==> src/rtl/ps2_scancode_decoder.sv <==
// PS/2 set-2 scancode decoder. Pulls raw codes from the receiver FIFO,
// tracks break/extended prefixes and modifier keys, translates a fixed key
// subset to ASCII and queues one event word per key into a small FIFO that
// the CPU drains over a STB/ACK bus.
module ps2_scancode_decoder #(
  parameter int FIFO_DEPTH = 8
) (
  input  logic        i_clk,
  input  logic        i_clrn,
  input  logic [7:0]  i_code_in,
  input  logic        i_code_ready,
  output logic        o_code_rdn,
  input  logic        i_stb,
  input  logic        i_we,
  input  logic [31:0] i_din,
  output logic        o_ack,
  output logic [31:0] o_dat,
  output logic        o_int
);

  localparam int AW = $clog2(FIFO_DEPTH);
  localparam logic [AW:0] FULL_CNT = (AW+1)'(FIFO_DEPTH);

  typedef enum logic [1:0] {
    IDLE   = 2'd0,
    POP    = 2'd1,
    DECODE = 2'd2,
    SETTLE = 2'd3
  } state_t;

  state_t      r_state;
  state_t      w_state_next;
  logic        w_latch;
  logic [7:0]  r_code;
  logic        r_ext;
  logic        r_brk;
  logic        r_lshift;
  logic        r_rshift;
  logic        r_ctrl;
  logic        r_alt;
  logic        r_caps;
  logic        r_stb_q;
  logic        r_ie;

  logic [21:0] r_mem [FIFO_DEPTH];
  logic [AW-1:0] r_wr_ptr;
  logic [AW-1:0] r_rd_ptr;
  logic [AW:0]   r_count;

  logic        w_empty;
  logic        w_full;
  logic        w_is_ext;
  logic        w_is_brk;
  logic        w_is_ignore;
  logic        w_is_event;
  logic        w_decoding;
  logic        w_lshift_n;
  logic        w_rshift_n;
  logic        w_ctrl_n;
  logic        w_alt_n;
  logic        w_caps_n;
  logic        w_shift_n;
  logic [7:0]  w_letter;
  logic [7:0]  w_other;
  logic [7:0]  w_ascii;
  logic [21:0] w_event;
  logic        w_rd;
  logic        w_wr;
  logic        w_flush;
  logic        w_push;
  logic        w_pop;
  logic        w_unused_din;

  assign w_empty = (r_count == '0);
  assign w_full  = (r_count == FULL_CNT);

  // Next-state logic and receiver pop strobe
  always_comb begin
    w_state_next = r_state;
    o_code_rdn   = 1'b1;
    w_latch      = 1'b0;
    unique case (r_state)
      IDLE: begin
        if (i_code_ready && !w_full) begin
          w_latch      = 1'b1;
          w_state_next = POP;
        end
      end
      POP: begin
        o_code_rdn   = 1'b0;
        w_state_next = DECODE;
      end
      DECODE:  w_state_next = SETTLE;
      SETTLE:  w_state_next = IDLE;
      default: w_state_next = IDLE;
    endcase
  end

  // State register
  always_ff @(posedge i_clk) begin
    if (!i_clrn) begin
      r_state <= IDLE;
    end else begin
      r_state <= w_state_next;
    end
  end

  // Code classification and post-update modifier values
  assign w_decoding  = (r_state == DECODE);
  assign w_is_ext    = (r_code == 8'hE0);
  assign w_is_brk    = (r_code == 8'hF0);
  assign w_is_ignore = (r_code == 8'hE1) || (r_code == 8'hAA) || (r_code == 8'hFA) ||
                       (r_code == 8'hEE) || (r_code == 8'hFE) || (r_code == 8'h00) ||
                       (r_code == 8'hFF);
  assign w_is_event  = !(w_is_ext || w_is_brk || w_is_ignore);

  assign w_lshift_n = (r_code == 8'h12) ? ~r_brk : r_lshift;
  assign w_rshift_n = (r_code == 8'h59) ? ~r_brk : r_rshift;
  assign w_ctrl_n   = (r_code == 8'h14) ? ~r_brk : r_ctrl;
  assign w_alt_n    = (r_code == 8'h11) ? ~r_brk : r_alt;
  assign w_caps_n   = (r_code == 8'h58 && !r_brk && !r_ext) ? ~r_caps : r_caps;
  assign w_shift_n  = w_lshift_n | w_rshift_n;

  // Lowercase letter / fixed-character lookup for the ASCII subset
  always_comb begin
    w_letter = 8'h00;
    w_other  = 8'h00;
    case (r_code)
      8'h1C: w_letter = 8'h61;  8'h32: w_letter = 8'h62;  8'h21: w_letter = 8'h63;
      8'h23: w_letter = 8'h64;  8'h24: w_letter = 8'h65;  8'h2B: w_letter = 8'h66;
      8'h34: w_letter = 8'h67;  8'h33: w_letter = 8'h68;  8'h43: w_letter = 8'h69;
      8'h3B: w_letter = 8'h6A;  8'h42: w_letter = 8'h6B;  8'h4B: w_letter = 8'h6C;
      8'h3A: w_letter = 8'h6D;  8'h31: w_letter = 8'h6E;  8'h44: w_letter = 8'h6F;
      8'h4D: w_letter = 8'h70;  8'h15: w_letter = 8'h71;  8'h2D: w_letter = 8'h72;
      8'h1B: w_letter = 8'h73;  8'h2C: w_letter = 8'h74;  8'h3C: w_letter = 8'h75;
      8'h2A: w_letter = 8'h76;  8'h1D: w_letter = 8'h77;  8'h22: w_letter = 8'h78;
      8'h35: w_letter = 8'h79;  8'h1A: w_letter = 8'h7A;
      8'h45: w_other = 8'h30;   8'h16: w_other = 8'h31;   8'h1E: w_other = 8'h32;
      8'h26: w_other = 8'h33;   8'h25: w_other = 8'h34;   8'h2E: w_other = 8'h35;
      8'h36: w_other = 8'h36;   8'h3D: w_other = 8'h37;   8'h3E: w_other = 8'h38;
      8'h46: w_other = 8'h39;
      8'h29: w_other = 8'h20;   8'h5A: w_other = 8'h0D;   8'h66: w_other = 8'h08;
      8'h76: w_other = 8'h1B;   8'h0D: w_other = 8'h09;
      default: ;
    endcase
  end

  // Letters shift to uppercase by clearing bit 5; breaks and E0 keys carry no ASCII
  assign w_ascii = (r_brk || r_ext) ? 8'h00 :
                   (w_letter != 8'h00) ? ((w_shift_n ^ w_caps_n) ? (w_letter & 8'hDF) : w_letter) :
                   w_other;

  assign w_event = {w_caps_n, w_alt_n, w_ctrl_n, w_shift_n, r_ext, r_brk, w_ascii, r_code};

  // Bus strobes act on the rising edge of STB only, so long strobes pop once
  assign w_rd    = i_stb && !i_we && !r_stb_q;
  assign w_wr    = i_stb && i_we && !r_stb_q;
  assign w_flush = w_wr && i_din[0];
  assign w_push  = w_decoding && w_is_event && !w_flush;
  assign w_pop   = w_rd && !w_empty;
  assign w_unused_din = ^i_din[31:2];

  // Code latch, prefix and modifier state, bus control registers
  always_ff @(posedge i_clk) begin
    if (!i_clrn) begin
      r_code   <= 8'h00;
      r_ext    <= 1'b0;
      r_brk    <= 1'b0;
      r_lshift <= 1'b0;
      r_rshift <= 1'b0;
      r_ctrl   <= 1'b0;
      r_alt    <= 1'b0;
      r_caps   <= 1'b0;
      r_stb_q  <= 1'b0;
      r_ie     <= 1'b0;
    end else begin
      r_stb_q <= i_stb;
      if (w_wr) begin
        r_ie <= i_din[1];
      end
      if (w_latch) begin
        r_code <= i_code_in;
      end
      if (w_decoding) begin
        if (w_is_ext) begin
          r_ext <= 1'b1;
        end else if (w_is_brk) begin
          r_brk <= 1'b1;
        end else begin
          r_ext <= 1'b0;
          r_brk <= 1'b0;
          if (w_is_event) begin
            r_lshift <= w_lshift_n;
            r_rshift <= w_rshift_n;
            r_ctrl   <= w_ctrl_n;
            r_alt    <= w_alt_n;
            r_caps   <= w_caps_n;
          end
        end
      end
    end
  end

  // Event storage; contents need no reset since occupancy is tracked separately
  always_ff @(posedge i_clk) begin
    if (w_push) begin
      r_mem[r_wr_ptr] <= w_event;
    end
  end

  // FIFO pointers and occupancy; flush overrides a simultaneous push or pop
  always_ff @(posedge i_clk) begin
    if (!i_clrn || w_flush) begin
      r_wr_ptr <= '0;
      r_rd_ptr <= '0;
      r_count  <= '0;
    end else begin
      if (w_push) begin
        r_wr_ptr <= r_wr_ptr + AW'(1);
      end
      if (w_pop) begin
        r_rd_ptr <= r_rd_ptr + AW'(1);
      end
      r_count <= r_count + {{AW{1'b0}}, w_push} - {{AW{1'b0}}, w_pop};
    end
  end

  assign o_ack = i_stb;
  assign o_dat = w_empty ? 32'h0 : {1'b1, 9'b0, r_mem[r_rd_ptr]};
  assign o_int = r_ie && !w_empty;

endmodule

==> config.mk <==
export PLATFORM = sky130hd
export DESIGN_NAME = ps2_scancode_decoder
export DESIGN_NICKNAME = d
export VERILOG_FILES = /design/src/rtl/ps2_scancode_decoder.sv
export SDC_FILE = /design/constraint.sdc
export NUM_CORES = 1
export LEC_CHECK = 0
export ABC_CLOCK_PERIOD_IN_PS = 7300
export CAP_MARGIN = 20
export CORE_MARGIN = 1
export CORE_UTILIZATION = 40
export DETAILED_ROUTE_END_ITERATION = 6
export HOLD_SLACK_MARGIN = 0.12
export PLACE_DENSITY = 0.69
export SYNTH_ARGS = -nofsm -noshare
export SYNTH_HDL_FRONTEND = slang
export SYNTH_SLANG_ARGS = --single-unit
==> constraint.sdc <==
create_clock -name i_clk -period 7.3 [get_ports i_clk]
set_input_delay 0.73 -clock i_clk [delete_from_list [all_inputs] [get_ports i_clk]]
set_output_delay 0.73 -clock i_clk [all_outputs]
set_load 0.005 [all_outputs]
; Yosys cells after proc, flatten, opt, wreduce, memory -nomap -nowiden
; Memories as Yosys holds them, arrays and structs flattened. A register that Yosys moved wholly into a read port is not among the register bits.
; Cells that the tools add are included.
[classes]
add_sub_neg = 4
n_eq_ne = 60
n_mux = 23
bitwise = 7
reduce_logical = 38
[op_table]
columns = op, n
row1 = 8-bit by 6-bit == test with 1-bit output (second input constant), 23
row2 = 7-bit case mux with 26 select lines, 1
row3 = 8-bit by 7-bit == test with 1-bit output (second input constant), 12
row4 = 6-bit case mux with 15 select lines, 1
row5 = 8-bit by 5-bit == test with 1-bit output (second input constant), 10
row6 = 8-bit == test (second input constant), 8
row7 = 32-bit 2-to-1 mux, 1
row8 = 1-bit 2-to-1 mux, 13
row9 = 1-bit logical AND, 12
row10 = 1-bit logical OR, 10
row11 = 1-bit zero test, 9
row12 = 8-bit by 4-bit == test with 1-bit output (second input constant), 1
row13 = 8-bit zero test, 1
row14 = 8-bit 2-to-1 mux, 1
row15 = 2-bit case mux with 4 select lines, 1
row16 = 8-bit nonzero test, 1
row17 = 7-bit 2-to-1 mux, 1
row18 = 3-bit by 1-bit adder with 3-bit output (second input constant), 2
row19 = 3-bit 2-to-1 mux, 2
row20 = 6-bit 2-to-1 mux, 1
row21 = 1-bit inverter, 5
row22 = 4-bit by 1-bit adder with 4-bit output, 1
row23 = 2-bit == test (second input constant), 2
row24 = 4-bit == test (second input constant), 1
row25 = other kinds (10), 12
[word_totals]
reg_bits = 29
ramBits = 176
wordCells = 147
n_memories = 1
[mem_list]
columns = memory, depth, width, rd, rd_ports_with_merged_regs, write_ports, line_no
row1 = r_mem, 8, 22, 1, 1, 1, 45  ; logic [21:0] r_mem [FIFO_DEPTH];

; Depth between registers and ports, before layout
; Gate-level depths: netlist of run 1.
[logic_depth]
depth_word = 13
ltp_mapped = 15
depth_no_buf = 12

; Least setup slack after synthesis of run 1
; OpenSTA, ideal clock, no wires.
[synth_timing]
path_type = reg-to-reg
startpoint = register r_code[2]
endpoint = memory r_mem[4][0] (enable)
t_arrival_ns = 3.170
t_required_ns = 6.875
setup_slack_ns = 3.704
stages_incl_launch_ff = 8
path_buffers = 2
synth_period_minus_slack_ns = 3.596
path_cell_list = dfxtp_1 buf_2 clkbuf_1 a211oi_1 o21ai_1 o2111ai_2 or3b_1 nor3_1
[synth_via]
elab_chain_len = 13
elab_cells_between_ends = 22
[synth_lines]
columns = element, line_no
row1 = start: declaration, 34  ; logic [7:0] r_code;
row2 = start signal: assignment, 182  ; r_code <= i_code_in;
row3 = 8-bit == test, 112  ; assign w_is_ignore = (r_code == 8'hE1) || (r_code == 8'hAA) || (r_code == 8'hFA) ||
row4 = 1-bit logical OR (3 in a row), 112
row5 = 1-bit logical OR (3 in a row), 113  ; (r_code == 8'hEE) || (r_code == 8'hFE) || (r_code == 8'h00) ||
row6 = 1-bit logical OR (*), 115  ; assign w_is_event = !(w_is_ext || w_is_brk || w_is_ignore);
row7 = 1-bit zero test (*), 115
row8 = 1-bit logical AND (*) (2 in a row), 159  ; assign w_push = w_decoding && w_is_event && !w_flush;
row9 = 1-bit 2-to-1 mux (*), 206  ; if (w_push) begin
row10 = 1-bit 2-to-1 mux (not written as such) (*), 207  ; r_mem[r_wr_ptr] <= w_event;
row11 = end: declaration, 45
; Mark *: on every way between the ends. The rest lies on a longest branch, timed or not.

; Worst setup path after layout of run 1
[layout_timing]
startpoint = register r_code[3]
endpoint = memory r_mem[0][13] (data pin)
[layout_via]
elab_chain_len = 8
elab_cells_between_ends = 57
[layout_lines]
columns = element, line_no
row1 = 8-bit by 7-bit == test with 1-bit output, 121  ; assign w_caps_n = (r_code == 8'h58 && !r_brk && !r_ext) ? ~r_caps : r_caps;
row2 = 1-bit logical AND (2 in a row), 121
row3 = 1-bit 2-to-1 mux, 121
row4 = named net w_caps_n, 61  ; logic w_caps_n;
row5 = 1-bit bitwise XOR, 150  ; (w_letter != 8'h00) ? ((w_shift_n ^ w_caps_n) ? (w_letter & 8'hDF) : w_letter) :
row6 = 6-bit 2-to-1 mux, 150
row7 = 7-bit 2-to-1 mux, 150
row8 = 8-bit 2-to-1 mux, 149  ; assign w_ascii = (r_brk || r_ext) ? 8'h00 :
row9 = named net w_ascii[5], 65  ; logic [7:0] w_ascii;
; The timed path passes the listed nets, and every way through them passes these cells.

==> results of run 1 <==
routing by layer:
layer  GRT usage [%]  up-vias  routed length (um)
met3           3.223       13                 970
met2           28.23      168                9012
met5               0        -                   0
li1                -     2358                   -
met1           23.08     2626                7990
met4           5.350        0                 165
critical path: stages (launching register included):
cell     delay [ns]
dfxtp_1        0.56
buf_4          0.36
nor2b_1        0.48
nand4_1        0.19
xnor2_1        0.71
a31oi_1        0.08
a311o_1        0.31
a31oi_1        0.58
synth_stat cells, types with 2 or more instances:
| cell type | n | area (um^2) |
|---|---|---|
| edfxtp_1 | 168 | 5045 |
| nor2_1 | 65 | 244.0 |
| mux4_2 | 42 | 945.9 |
| mux2i_1 | 36 | 360.4 |
| dfxtp_1 | 32 | 640.6 |
| nand2_1 | 26 | 97.59 |
| clkbuf_1 | 21 | 78.83 |
| a21oi_1 | 20 | 100.1 |
| nand3_1 | 16 | 80.08 |
| inv_1 | 15 | 56.30 |
| buf_4 | 13 | 97.59 |
| ha_1 | 12 | 150.1 |
| buf_2 | 11 | 55.05 |
| a31oi_1 | 10 | 62.56 |
| nand2b_1 | 8 | 50.05 |
| o21ai_0 | 8 | 40.04 |
| nor2b_1 | 7 | 43.79 |
| nor3_1 | 7 | 35.03 |
| nand4_1 | 6 | 37.54 |
| or4b_1 | 6 | 60.06 |
| xnor2_1 | 5 | 43.79 |
| or3b_1 | 4 | 35.03 |
| xor2_1 | 4 | 35.03 |
| buf_6 | 3 | 33.78 |
| nor4_1 | 3 | 18.77 |
| o21ai_1 | 3 | 15.01 |
| o221ai_1 | 3 | 26.28 |
| o22ai_1 | 3 | 18.77 |
| o32ai_1 | 3 | 26.28 |
| or2_2 | 3 | 18.77 |
| a21o_1 | 2 | 15.01 |
| a311oi_1 | 2 | 17.52 |
| and2_1 | 2 | 12.51 |
| buf_1 | 2 | 7.510 |
| nand4b_1 | 2 | 17.52 |
| o31ai_1 | 2 | 15.01 |
| or3_1 | 2 | 12.51 |
final cells by class:
| cell class | instances | area [um^2] |
|---|---|---|
| Sequential cell | 200 | 5687 |
| Inverter | 16 | 60.06 |
| Fill cell | 1906 | 11690 |
| Clock buffer | 18 | 429.2 |
| Multi-Input combinational cell | 344 | 2930 |
| Clock inverter | 14 | 171.4 |
| Timing Repair Buffer | 55 | 510.5 |
| Tap cell | 280 | 350.3 |
power by group:
group / internal (W) / total (W) / leakage (nW) / switching [W]
Sequential: 0.00133 / 0.00139 / 1.81 / 0.0000650
Combinational: 0.000354 / 0.000749 / 1.18 / 0.000395
Clock: 0.000543 / 0.000951 / 0.291 / 0.000408
stage by stage:
step                cells  setup WS (ns)  hold WS, ns  power, W  util, %
floorplan             610          3.704       0.4318  0.001878        -
detailed placement    895          3.792       0.4563  0.002176    43.70
global placement      895          3.957       0.4420  0.002153    43.70
finish                927          3.686       0.4573  0.003090    46.46
CTS                   927          3.724       0.4654  0.003125    46.46
global route          927          3.444       0.4825  0.003247    46.46
cell families after synthesis:
family	share of synthesized area, %
flops	63.99
simple gates	9.788
mux	14.83
buf+inv	3.746
compound gates	4.802
fa+ha+maj	1.915
xor+xnor	0.8871
other cells	0.04221
path summary, 6_finish.rpt:
path,endpoint,depth (start not counted),slack [ns]
hold reg to reg,r_ie,2,0.46
setup / recovery,r_mem[0][13],7,3.69
setup reg to reg,r_mem[0][13],7,3.69
hold / removal,r_ie,2,0.46
flip-flops by register name, indices dropped and copies added (netlist names), named ones only:
signal and flops:
r_brk 1, r_caps 1, r_code 8, r_mem 168, r_lshift 1, r_ctrl 1, r_state 2, r_count 4
r_alt 1, r_ext 1, r_ie 1, r_rshift 1, r_stb_q 1, r_rd_ptr 3, r_wr_ptr 3
==> results.toml, run 1 <==
[grt]
grt_pass1_wl_um = 29080
grt_pass1_vias = 5196
grt_usage_pct = 17.18
antenna_found_initial = 0
grt_max_degree = 43
overflow = 0

[routing]
drc = 0
dr.pass1.iters = 5
vias_per_cell = 5.572
drt-total-wl_um = 18140
drt_iter0_drc = 405
via_count = 5165
avgRoutedWirePerCell_um = 19.57
ant_nets = 0

[yosys]
synth_edf_count = 168
async_reset_ff_share_pct = 0
synth_area_per_cell_um2 = 14.78
ys_seq_elements = 200
yosysUniqueCellTypes = 61
synth_area_mm2 = 0.008885
yosys_warnings = 0
syn_inst = 601
ys.flop_type = "edfxtp_1"
ys_seq_area_share_pct = 63.99

[timing]
timing.setup.tns_ns = 0
slew_viol_final = 0
clock_skew_ns = 0.01238
min_period_ns = 3.614
setup-violations-final = 0
tightest_slew_ns = 0.9394
rsz0062_at_grt = "false"
slew_headroom_pct = 37.29
fmax_mhz = 276.7
hold_viol = 0
finalCritPeriodShare_pct = 49.51

[setup_path]
startpoint = "r_code[3]"
critPathLaunchType = "flop"
endpoint_kind = "flop"
r2r-start = "r_code[3]"
criticalPathCategory = "reg -> reg"
cp.arrival_ns = 3.73
crit_required_ns = 7.41
cp_max_fo = 29

[clock_tree]
cts-resized-gates = 0
clock_latency_ns = 0.43
cts_tree = "done"
hold_buffers = 0
cts_buffers = 17
clock-sinks = 200
cts-root-buf = "clkbuf_16"
cts-htree-levels = 4
postCtsSetupBuffers = 0
clockBufferDepth = 2
clk_pin_slew_ns = 0.07

[status]
status = "completed"

[layout]
layout_commonest_cell = "edfxtp_1"
drive_gt1_share_pct = 15.77
nets = 692
num_antenna_cells = 0
syn2layout_area_growth_pct = 14.11
finish.instance_area_mm2 = 0.01014
layout_common_cells = "edfxtp_1, nor2_1, mux4_2, clkdlybuf4s50_1, mux2i_1"

[placed_design]
dpl.hpwl_um = 11030
place_area_mm2 = 0.009538
io_buffers = 39
gp_congestion = 0.8949

[worst_hold_path]
min_from = "r_ie"
min_path_type = "reg -> reg"

[die]
core-area_mm2 = 0.02182
rows = 54
io_pins = 80
die_h_um = 151.0
die_x_um = 151.0
start_util_pct = 40.71
die-area_mm2 = 0.02281

[power_and_ir_drop]
peakVddDrop_mv = 0.1726
power.density_mw_per_mm2 = 304.8
p_leak_nw = 3.273

[run]
maxCapViolations = 0
No activity file was read; power rests on OpenSTA's default activity.
==> run 2: changes to the inputs <==
--- a/config.mk
+++ b/config.mk
@@ -5,13 +5,13 @@
 export SDC_FILE = /design/constraint.sdc
 export NUM_CORES = 1
 export LEC_CHECK = 0
-export ABC_CLOCK_PERIOD_IN_PS = 7300
+export ABC_CLOCK_PERIOD_IN_PS = 3300
 export CAP_MARGIN = 20
 export CORE_MARGIN = 1
 export CORE_UTILIZATION = 40
 export DETAILED_ROUTE_END_ITERATION = 6
 export HOLD_SLACK_MARGIN = 0.12
-export PLACE_DENSITY = 0.69
+export PLACE_DENSITY = 0.71
 export SYNTH_ARGS = -nofsm -noshare
 export SYNTH_HDL_FRONTEND = slang
 export SYNTH_SLANG_ARGS = --single-unit
==> constraint.sdc (replaced) <==
create_clock -name i_clk -period 3.3 [get_ports i_clk]
set_input_delay 0.33 -clock i_clk [delete_from_list [all_inputs] [get_ports i_clk]]
set_output_delay 0.33 -clock i_clk [all_outputs]
set_load 0.005 [all_outputs]
==> results.toml, run 2 (synthesis results as in run 1) <==
[status]
status = "completed"

[clock_tree]
hold_buffers = 0
cts-root-buf = "clkbuf_16"
clk_pin_slew_ns = 0.08
clock_latency_ns = 0.43
cts_tree = "done"
clock-sinks = 200
cts-resized-gates = 0
postCtsSetupBuffers = 0
cts_buffers = 17
clockBufferDepth = 2
cts-htree-levels = 4

[setup_path]
crit_chain = "buf_4 -> nand2b_1 -> or3b_1 -> o311ai_0 -> nand3_1 -> a21boi_1 -> a31oi_1"
crit_required_ns = 3.45
critPathSlowestCell = "dfxtp_1"
endpoint_kind = "flop"
r2r-start = "r_code[4]"
cp_max_fo = 16
ff2ff_path_depth = 7
cp_top_family = "compound AO/OA/AOI/OAI gates"
path_depth = 7
r2r_setup_slack_ns = 0.24
cp-endpoint = "r_mem[6][12]"
timing.rr.end = "r_mem[6][12]"
cp.arrival_ns = 3.21
startpoint = "r_code[4]"
criticalPathCategory = "reg -> reg"
path_buf_inv = 1
critPathLaunchType = "flop"
max_stage_delay_ns = 0.66

[placed_design]
place_area_mm2 = 0.009652
dpl_worst_slack_ns = 0.3058
dpl.hpwl_um = 11890
dp_cells = 909
gp_congestion = 0.8912
io_buffers = 39

[grt]
antenna_found_initial = 0
grt_usage_pct = 17.55
grt_pass1_wl_um = 29540
grt_pass1_vias = 5261
grt_max_degree = 31
overflow = 0

[layout]
largest_register = "r_mem"
drive_gt1_share_pct = 18.15
layout_common_cells = "edfxtp_1, nor2_1, mux4_2, clkdlybuf4s50_1, mux2i_1"
reg_top3 = "r_mem: 168 flops, r_code: 8 flops, r_count: 4 flops"
layout_commonest_cell = "edfxtp_1"
num_antenna_cells = 0
nets = 706
finalNonFillerCells = 941
largest_reg_flops = 168
finish.instance_area_mm2 = 0.01020
syn2layout_area_growth_pct = 14.84
n_fill_cell = 1862

[routing]
vias_per_cell = 5.580
avgRoutedWirePerCell_um = 19.87
drt-total-wl_um = 18700
dr.pass1.iters = 5
via_count = 5251
ant_nets = 0
drc = 0
drt_iter0_drc = 423

[timing]
tightest_slew_ns = 0.7364
rsz0062_at_grt = "false"
clock_skew_ns = 0.01202
fmax_mhz = 326.9
timing.setup.tns_ns = 0
slew_headroom_pct = 50.67
min_period_ns = 3.059
slew_viol_final = 0
hold_viol = 0
setup-violations-final = 0
finalCritPeriodShare_pct = 92.71
fin_ws_ns = 0.2407

[power_and_ir_drop]
power.density_mw_per_mm2 = 661.3
peakVddDrop_mv = 0.4565
p_leak_nw = 3.317

[die]
core-area_mm2 = 0.02182
die-area_mm2 = 0.02281
start_util_pct = 40.71
die_x_um = 151.0
io_pins = 80
rows = 54
die_h_um = 151.0

[run]
maxCapViolations = 0

[worst_hold_path]
min_path_type = "reg -> reg"
-- run 2: cell count changes in the layout (fill, tap and decap cells not counted) --
cell        previous run  this run
nor2_2                 5         6
clkinvlp_4             1         4
clkinv_1               4         1
buf_12                 0         1
clkinv_4               2         3
nor2_4                 1         0
dfxtp_2                1         2
bufinv_16              3         0
dfxtp_1               31        30
clkinv_8               0         1
buf_4                 16        29
clkinv_2               1         2
-- run 2: tightest hold or removal path, delay by kind of cell, from the launching register on --
family             cells  cell delay [ns]
and+or+nand+nor        1             0.05
DFF                    1             0.31
AOI/OAI and AO/OA      1             0.05
-- run 2: layout make-up --
class	count	area (um^2)	share of cell area, %
tap	280	350.3	3.433
multi-input combinational	344	2925	28.67
sequential	200	5688	55.75
inverter	16	60.06	0.5886
timing repair buffer	69	628.1	6.156
clock buffer	18	429.2	4.206
clock inverter	14	122.6	1.202
-- run 2: worst min-delay path by stage --
stage,startpoint,to,slack (ns),depth (start not counted)
final,r_rshift,r_rshift,0.46,2
after floorplan,r_ie,r_ie,0.43,2
after CTS,r_rshift,r_rshift,0.46,2
after global routing,r_rshift,r_rshift,0.48,2
after global placement,r_ie,r_ie,0.44,2
after detailed placement,r_rshift,r_rshift,0.45,2
-- run 2: where the power goes --
group | switching, W | internal [W]
logic | 0.000941 | 0.000829
registers | 0.000121 | 0.00293
clock network | 0.000942 | 0.000985
total | 0.00200 | 0.00474
-- run 2: stage by stage --
| step | hold WS, ns | utilization (%) | power (W) |
|---|---|---|---|
| floorplan | 0.4318 | - | 0.004154 |
| global placement | 0.4426 | 44.23 | 0.004812 |
| detailed placement | 0.4500 | 44.23 | 0.004889 |
| CTS | 0.4596 | 46.76 | 0.006795 |
| global route | 0.4831 | 46.76 | 0.007053 |
| finish | 0.4602 | 46.76 | 0.006747 |
-- run 2: layer usage --
| metal | vias to the layer above | global-route usage [%] | part of all wire (%) |
|---|---|---|---|
| met5 | - | 0 | 0 |
| met3 | 25 | 3.042 | 4.4 |
| met4 | 0 | 5.900 | 2.2 |
| met1 | 2690 | 23.31 | 45 |
| met2 | 154 | 29.15 | 49 |
| li1 | 2382 | - | - |
==> run 3: changes to the inputs <==
--- a/config.mk
+++ b/config.mk
@@ -10,7 +10,6 @@
 export CORE_MARGIN = 1
 export CORE_UTILIZATION = 40
 export DETAILED_ROUTE_END_ITERATION = 6
-export HOLD_SLACK_MARGIN = 0.12
 export PLACE_DENSITY = 0.71
 export SYNTH_ARGS = -nofsm -noshare
 export SYNTH_HDL_FRONTEND = slang
==> results of run 3 <==
No change in the layout: final DEF, timing and power equal those of run 2.
